[config.mk]
export PLATFORM = sky130hd
export DESIGN_NAME = hyperbus_phy_mux
export DESIGN_NICKNAME = d
export VERILOG_FILES = /design/src/rtl/hyperbus_phy_mux.sv
export SDC_FILE = /design/constraint.sdc
export NUM_CORES = 1
export LEC_CHECK = 0
export BUFFER_PORTS_ARGS = -buffer_cell sky130_fd_sc_hd__buf_2
export CAP_MARGIN = 20
export CORE_AREA = 2 2 107 109
export DETAILED_ROUTE_END_ITERATION = 16
export DIE_AREA = 0 0 109 111
export HOLD_SLACK_MARGIN = 0.02
export MAX_ROUTING_LAYER = met4
export PLACE_DENSITY = 0.79
export SLEW_MARGIN = 5
export SYNTH_ARGS = -nofsm -noshare
export SYNTH_HDL_FRONTEND = slang
export SYNTH_SLANG_ARGS = --single-unit
[constraint.sdc]
create_clock -name clk_i -period 4.91 [get_ports clk_i]
set_input_delay 0.491 -clock clk_i [delete_from_list [all_inputs] [get_ports clk_i]]
set_output_delay 0.491 -clock clk_i [all_outputs]
set_load 0.01 [all_outputs]
[src/rtl/hyperbus_phy_mux.sv]
// Purpose : routes AXI/uDMA transaction descriptors to the hyperbus PHY through a one-entry
//           slice, and steers TX/RX beats to and from the master that owns the oldest
//           outstanding transaction, tracked in an owner FIFO.
// Latency : descriptor 1 cycle (input handshake -> phy_trans_valid_o); TX/RX beats 0 cycles.
// Backpr. : trans_ready follows the slice (full throughput when the PHY is ready); descriptor
//           issue stalls while the owner FIFO is full; TX/RX readies pass straight through the
//           head master and are 0 while nothing is outstanding.
// Ports   : clk_i/rst_ni; sel_i arbiter select (0 AXI, 1 uDMA); {axi,udma}_trans_* descriptor
//           inputs; phy_trans_* descriptor output; {axi,udma}_tx_* -> phy_tx_*;
//           phy_rx_* -> {axi,udma}_rx_*.
module hyperbus_phy_mux #(
    parameter int unsigned TRANS_W     = 48,
    parameter int unsigned DATA_W      = 16,
    parameter int unsigned OUTSTANDING = 2
) (
    input  logic                clk_i,
    input  logic                rst_ni,
    input  logic                sel_i,
    // transaction descriptors
    input  logic                axi_trans_valid_i,
    output logic                axi_trans_ready_o,
    input  logic [TRANS_W-1:0]  axi_trans_i,
    input  logic                udma_trans_valid_i,
    output logic                udma_trans_ready_o,
    input  logic [TRANS_W-1:0]  udma_trans_i,
    output logic                phy_trans_valid_o,
    input  logic                phy_trans_ready_i,
    output logic [TRANS_W-1:0]  phy_trans_o,
    // TX beats (masters -> PHY)
    input  logic                axi_tx_valid_i,
    output logic                axi_tx_ready_o,
    input  logic [DATA_W-1:0]   axi_tx_data_i,
    input  logic [DATA_W/8-1:0] axi_tx_strb_i,
    input  logic                axi_tx_last_i,
    input  logic                udma_tx_valid_i,
    output logic                udma_tx_ready_o,
    input  logic [DATA_W-1:0]   udma_tx_data_i,
    input  logic [DATA_W/8-1:0] udma_tx_strb_i,
    input  logic                udma_tx_last_i,
    output logic                phy_tx_valid_o,
    input  logic                phy_tx_ready_i,
    output logic [DATA_W-1:0]   phy_tx_data_o,
    output logic [DATA_W/8-1:0] phy_tx_strb_o,
    output logic                phy_tx_last_o,
    // RX beats (PHY -> masters)
    input  logic                phy_rx_valid_i,
    output logic                phy_rx_ready_o,
    input  logic [DATA_W-1:0]   phy_rx_data_i,
    input  logic                phy_rx_last_i,
    input  logic                phy_rx_error_i,
    output logic                axi_rx_valid_o,
    input  logic                axi_rx_ready_i,
    output logic [DATA_W-1:0]   axi_rx_data_o,
    output logic                axi_rx_last_o,
    output logic                axi_rx_error_o,
    output logic                udma_rx_valid_o,
    input  logic                udma_rx_ready_i,
    output logic [DATA_W-1:0]   udma_rx_data_o,
    output logic                udma_rx_last_o,
    output logic                udma_rx_error_o
);

    localparam int unsigned PTR_W = (OUTSTANDING > 1) ? $clog2(OUTSTANDING) : 1;
    localparam int unsigned CNT_W = $clog2(OUTSTANDING + 1);

    // Held low during reset and for the first cycle after it, so no descriptor
    // ready is presented while the block is in reset.
    logic                   en_q;

    logic                   slice_vld_q, slice_vld_d;
    logic                   slice_tag_q, slice_tag_d;
    logic [TRANS_W-1:0]     slice_dat_q, slice_dat_d;

    logic [OUTSTANDING-1:0] owner_q, owner_d;
    logic [PTR_W-1:0]       wr_ptr_q, wr_ptr_d;
    logic [PTR_W-1:0]       rd_ptr_q, rd_ptr_d;
    logic [CNT_W-1:0]       cnt_q, cnt_d;

    logic fifo_full, fifo_empty, head_tag;
    logic slice_rdy, in_hs, push, pop, tx_pop, rx_pop;

    assign fifo_full  = (cnt_q == CNT_W'(OUTSTANDING));
    assign fifo_empty = (cnt_q == '0);
    assign head_tag   = owner_q[rd_ptr_q];

    // ---------------- transaction slice ----------------
    // Issue is gated by the registered full flag only; a retire in the same
    // cycle frees the slot for the next cycle, keeping pop off this path.
    assign phy_trans_valid_o  = slice_vld_q & ~fifo_full;
    assign phy_trans_o        = slice_dat_q;
    assign push               = phy_trans_valid_o & phy_trans_ready_i;
    assign slice_rdy          = en_q & (~slice_vld_q | push);
    assign axi_trans_ready_o  = slice_rdy & ~sel_i;
    assign udma_trans_ready_o = slice_rdy & sel_i;
    assign in_hs              = sel_i ? (udma_trans_valid_i & udma_trans_ready_o)
                                      : (axi_trans_valid_i & axi_trans_ready_o);

    always_comb begin
        slice_vld_d = slice_vld_q;
        slice_tag_d = slice_tag_q;
        slice_dat_d = slice_dat_q;
        if (in_hs) begin
            slice_vld_d = 1'b1;
            slice_tag_d = sel_i;
            slice_dat_d = sel_i ? udma_trans_i : axi_trans_i;
        end else if (push) begin
            slice_vld_d = 1'b0;
        end
    end

    // ---------------- TX routing ----------------
    always_comb begin
        phy_tx_valid_o  = 1'b0;
        phy_tx_data_o   = '0;
        phy_tx_strb_o   = '0;
        phy_tx_last_o   = 1'b0;
        axi_tx_ready_o  = 1'b0;
        udma_tx_ready_o = 1'b0;
        if (!fifo_empty) begin
            if (head_tag) begin
                phy_tx_valid_o  = udma_tx_valid_i;
                phy_tx_data_o   = udma_tx_data_i;
                phy_tx_strb_o   = udma_tx_strb_i;
                phy_tx_last_o   = udma_tx_last_i;
                udma_tx_ready_o = phy_tx_ready_i;
            end else begin
                phy_tx_valid_o  = axi_tx_valid_i;
                phy_tx_data_o   = axi_tx_data_i;
                phy_tx_strb_o   = axi_tx_strb_i;
                phy_tx_last_o   = axi_tx_last_i;
                axi_tx_ready_o  = phy_tx_ready_i;
            end
        end
    end

    // ---------------- RX routing ----------------
    // Payload is broadcast; only valid is steered to the owner.
    assign phy_rx_ready_o  = ~fifo_empty & (head_tag ? udma_rx_ready_i : axi_rx_ready_i);
    assign axi_rx_valid_o  = phy_rx_valid_i & ~fifo_empty & ~head_tag;
    assign udma_rx_valid_o = phy_rx_valid_i & ~fifo_empty & head_tag;
    assign axi_rx_data_o   = phy_rx_data_i;
    assign axi_rx_last_o   = phy_rx_last_i;
    assign axi_rx_error_o  = phy_rx_error_i;
    assign udma_rx_data_o  = phy_rx_data_i;
    assign udma_rx_last_o  = phy_rx_last_i;
    assign udma_rx_error_o = phy_rx_error_i;

    // ---------------- owner FIFO ----------------
    // A TX and an RX last beat in the same cycle still retire a single entry.
    assign tx_pop = phy_tx_valid_o & phy_tx_ready_i & phy_tx_last_o;
    assign rx_pop = phy_rx_valid_i & phy_rx_ready_o & phy_rx_last_i;
    assign pop    = tx_pop | rx_pop;

    always_comb begin
        owner_d  = owner_q;
        wr_ptr_d = wr_ptr_q;
        rd_ptr_d = rd_ptr_q;
        cnt_d    = cnt_q;
        if (push) begin
            owner_d[wr_ptr_q] = slice_tag_q;
            wr_ptr_d = (wr_ptr_q == PTR_W'(OUTSTANDING - 1)) ? '0 : wr_ptr_q + PTR_W'(1);
        end
        if (pop) begin
            rd_ptr_d = (rd_ptr_q == PTR_W'(OUTSTANDING - 1)) ? '0 : rd_ptr_q + PTR_W'(1);
        end
        if (push && !pop) begin
            cnt_d = cnt_q + CNT_W'(1);
        end else if (pop && !push) begin
            cnt_d = cnt_q - CNT_W'(1);
        end
    end

    always_ff @(posedge clk_i or negedge rst_ni) begin
        if (!rst_ni) begin
            en_q        <= 1'b0;
            slice_vld_q <= 1'b0;
            slice_tag_q <= 1'b0;
            slice_dat_q <= '0;
            owner_q     <= '0;
            wr_ptr_q    <= '0;
            rd_ptr_q    <= '0;
            cnt_q       <= '0;
        end else begin
            en_q        <= 1'b1;
            slice_vld_q <= slice_vld_d;
            slice_tag_q <= slice_tag_d;
            slice_dat_q <= slice_dat_d;
            owner_q     <= owner_d;
            wr_ptr_q    <= wr_ptr_d;
            rd_ptr_q    <= rd_ptr_d;
            cnt_q       <= cnt_d;
        end
    end

endmodule

==> out/qor.yml <==
fillCellCount: 1025
synth_top_family_by_area: "multiplexers"
first_global_vias: 3076
grt_use_total: 0.166
cts-root-buf: "clkbuf_16"
instances_no_fill: 642
route.vias.total: 2936
postRouteAntennaNets: 0
clk_latency_ns: 0.32
critPathKind: "reg2reg"
antenna_found_initial: 0
routed_wl_um: 9610
fin_skew_ns: 0.00732
post-place-cells: 626
die_h_um: 111
row_count: 39
cts_hold_buf: 0
hold_viol: 0
leakage_nw: 2.44
die_area_um2: 12100
fp.dieW_um: 109
fin_crit_ns: 2.29
drive_gt1_frac: 0.697
drc_errors: 0
cts_buffers: 9
grt_pass1_wl_um: 15100
cap_viol_max_count: 0
finalSetupTns_ns: 0
port_buffers: 224
vias_per_cell: 4.57
yosysTopAreaCell: "dfrtp_1"
yosysUniqueCellTypes: 26
postCtsResizedCells: 0
yosysWarnings: 0
initial_core_util: 0.310
status: "completed"
syn_area_per_cell_um2: 11.2
fmax_mhz: 436
critPathMaxFanout: 34
max-clock-path-buffers: 2
synth_compound_area_frac: 0.0441
synth_nets: 473
holdWs_ns: 0.331
cts_tree: "done"
setup_violations: 0
pin_count: 276
gp_congestion: 0.776
num-nets-final: 660
vdd_drop_max_mv: 0.264
wl_per_cell_um: 15.0
synth_xor_area_frac: 0.0127
core_area_um2: 11100
grt_max_degree: 58
slowest_delay_ns: 0.50
layout_common_cells: "224 x buf_2, 92 x mux2_2, 57 x dfrtp_1"
dr.pass1.iters: 4
worst_path_max_delay_cell: "buf_4"
fin_total_pwr_mw: 2.50
clkSinkCount: 57
synthMuxAreaShare: 0.347
tightestPinTransition_ns: 0.745
synth.top_cell.area_share: 0.415
clk_pin_slew_ns: 0.05
dpl.hpwl_um: 7520
syn2layout_area_growth_pct: 37.8
start_kind: "flip-flop"
slew_headroom: 0.503
ys_ff_latch: 57
htreeDepth: 3
ys_seq_area_frac: 0.415
drt_iter0_drc: 132
worstPathCellList: "nand2b_2 > a21bo_4 > nand3_2 > buf_4 > mux2_2"
yosys-top-cells-area: "dfrtp_1 42%, mux2_2 30%, buf_4 7.9%"
finalMaxSlewViolations: 0
synth-simple-area-share: 0.0706
netlist_area_um2: 3440
final_common_cell: "buf_2"
netlist_instances: 308
synthAdderAreaFrac: 0.00364
cts_setup_buffers: 0
required_ns: 5.11
end_kind: "flip-flop"
rsz0062_at_grt: "false"
pwr_density_cell_nw_per_um2: 529
cp_data_arrival_time_ns: 2.49
post-route-period-util: 0.467
diodes: 0
grt_remaining_overflow: 0
hold_path.class: "in2async"
## power by group
part | switching [mW] | leakage [nW] | internal (mW)
Sequential | 0.112 | 0.663 | 0.662
Clock | 0.198 | 0.158 | 0.443
Combinational | 0.552 | 1.62 | 0.536
## synthesized netlist by cell type
library cell	n
a21oi_1	20
o32a_1	1
ha_1	1
mux2_4	9
buf_6	2
nand3_1	2
mux2_2	92
nor2_1	8
buf_4	36
clkbuf_1	12
a31oi_1	1
xor2_1	2
and2_1	1
and3_1	2
conb_1	1
mux2i_1	2
dfrtp_1	57
xnor2_1	3
o2bb2ai_1	1
nand2_1	44
nand3_2	1
nand2b_2	1
a21bo_4	1
buf_2	3
o21ai_0	2
inv_1	3
## critical path: cells and delay by family (launching register included)
kind                   cells  cell delay (ns)
AND/OR/NAND/NOR            2             0.60
buffers and inverters      1             0.50
flip-flops                 1             0.43
multiplexers               1             0.39
AO/OA/AOI/OAI              1             0.25
## through the flow
stage / worst slack, ns / utilization / area [µm²]
6_report: 2.62 / 0.428 / 4740
3_5_place_dp: 2.47 / 0.398 / 4410
3_3_place_gp: 2.52 / 0.398 / 4410
2_1_floorplan: 3.01 / - / 3440
5_1_grt: 2.46 / 0.428 / 4740
4_1_cts: 2.37 / 0.427 / 4730
## flip-flops by register name, summed over array words and instances, names as in the netlist
register and count:
slice_vld_q 1, cnt_q 2, wr_ptr_q 1, phy_trans_o 48, en_q 1, slice_tag_q 1
owner_q 2, rd_ptr_q 1
## worst paths after layout
check | slack (ns) | cells past startpoint | to | startpoint
max in group asynchronous | 4.09 | 2 | cnt_q[0] | rst_ni
hold / removal | 0.33 | 2 | phy_trans_o[27] | rst_ni
hold reg to reg | 0.50 | 1 | phy_trans_o[34] | phy_trans_o[34]
setup / recovery | 2.62 | 5 | phy_trans_o[46] | cnt_q[0]
setup reg to reg | 2.62 | 5 | phy_trans_o[46] | cnt_q[0]
min in group clk_i | 0.50 | 1 | phy_trans_o[34] | phy_trans_o[34]
## per-layer routing
metal,GRT usage,share of wire,wire length [µm]
met1,0.185,0.39,3790
met5,-,0,0
met4,0.0692,0.023,222
met3,0.0382,0.079,756
met2,0.281,0.50,4850
## cells by family (layout without fill, tap and decap cells)
kind of cell	count (synthesis)	after routing
compound gates	26	26
xor+xnor	5	5
fa+ha+maj	1	1
buf+inv	56	247
flops	57	57
mux	103	103
other cells	1	1
simple gates	59	59
## layout make-up
type	count	area, µm²	area share
Multi-Input combinational cell	195	1650	0.347
Sequential cell	57	1430	0.301
Timing Repair Buffer	229	1160	0.245
Clock buffer	13	280	0.0592
Tap cell	143	179	0.0378
Clock inverter	2	35.0	0.00740
Inverter	3	11.3	0.00238
(Power assumes the default switching activity.)
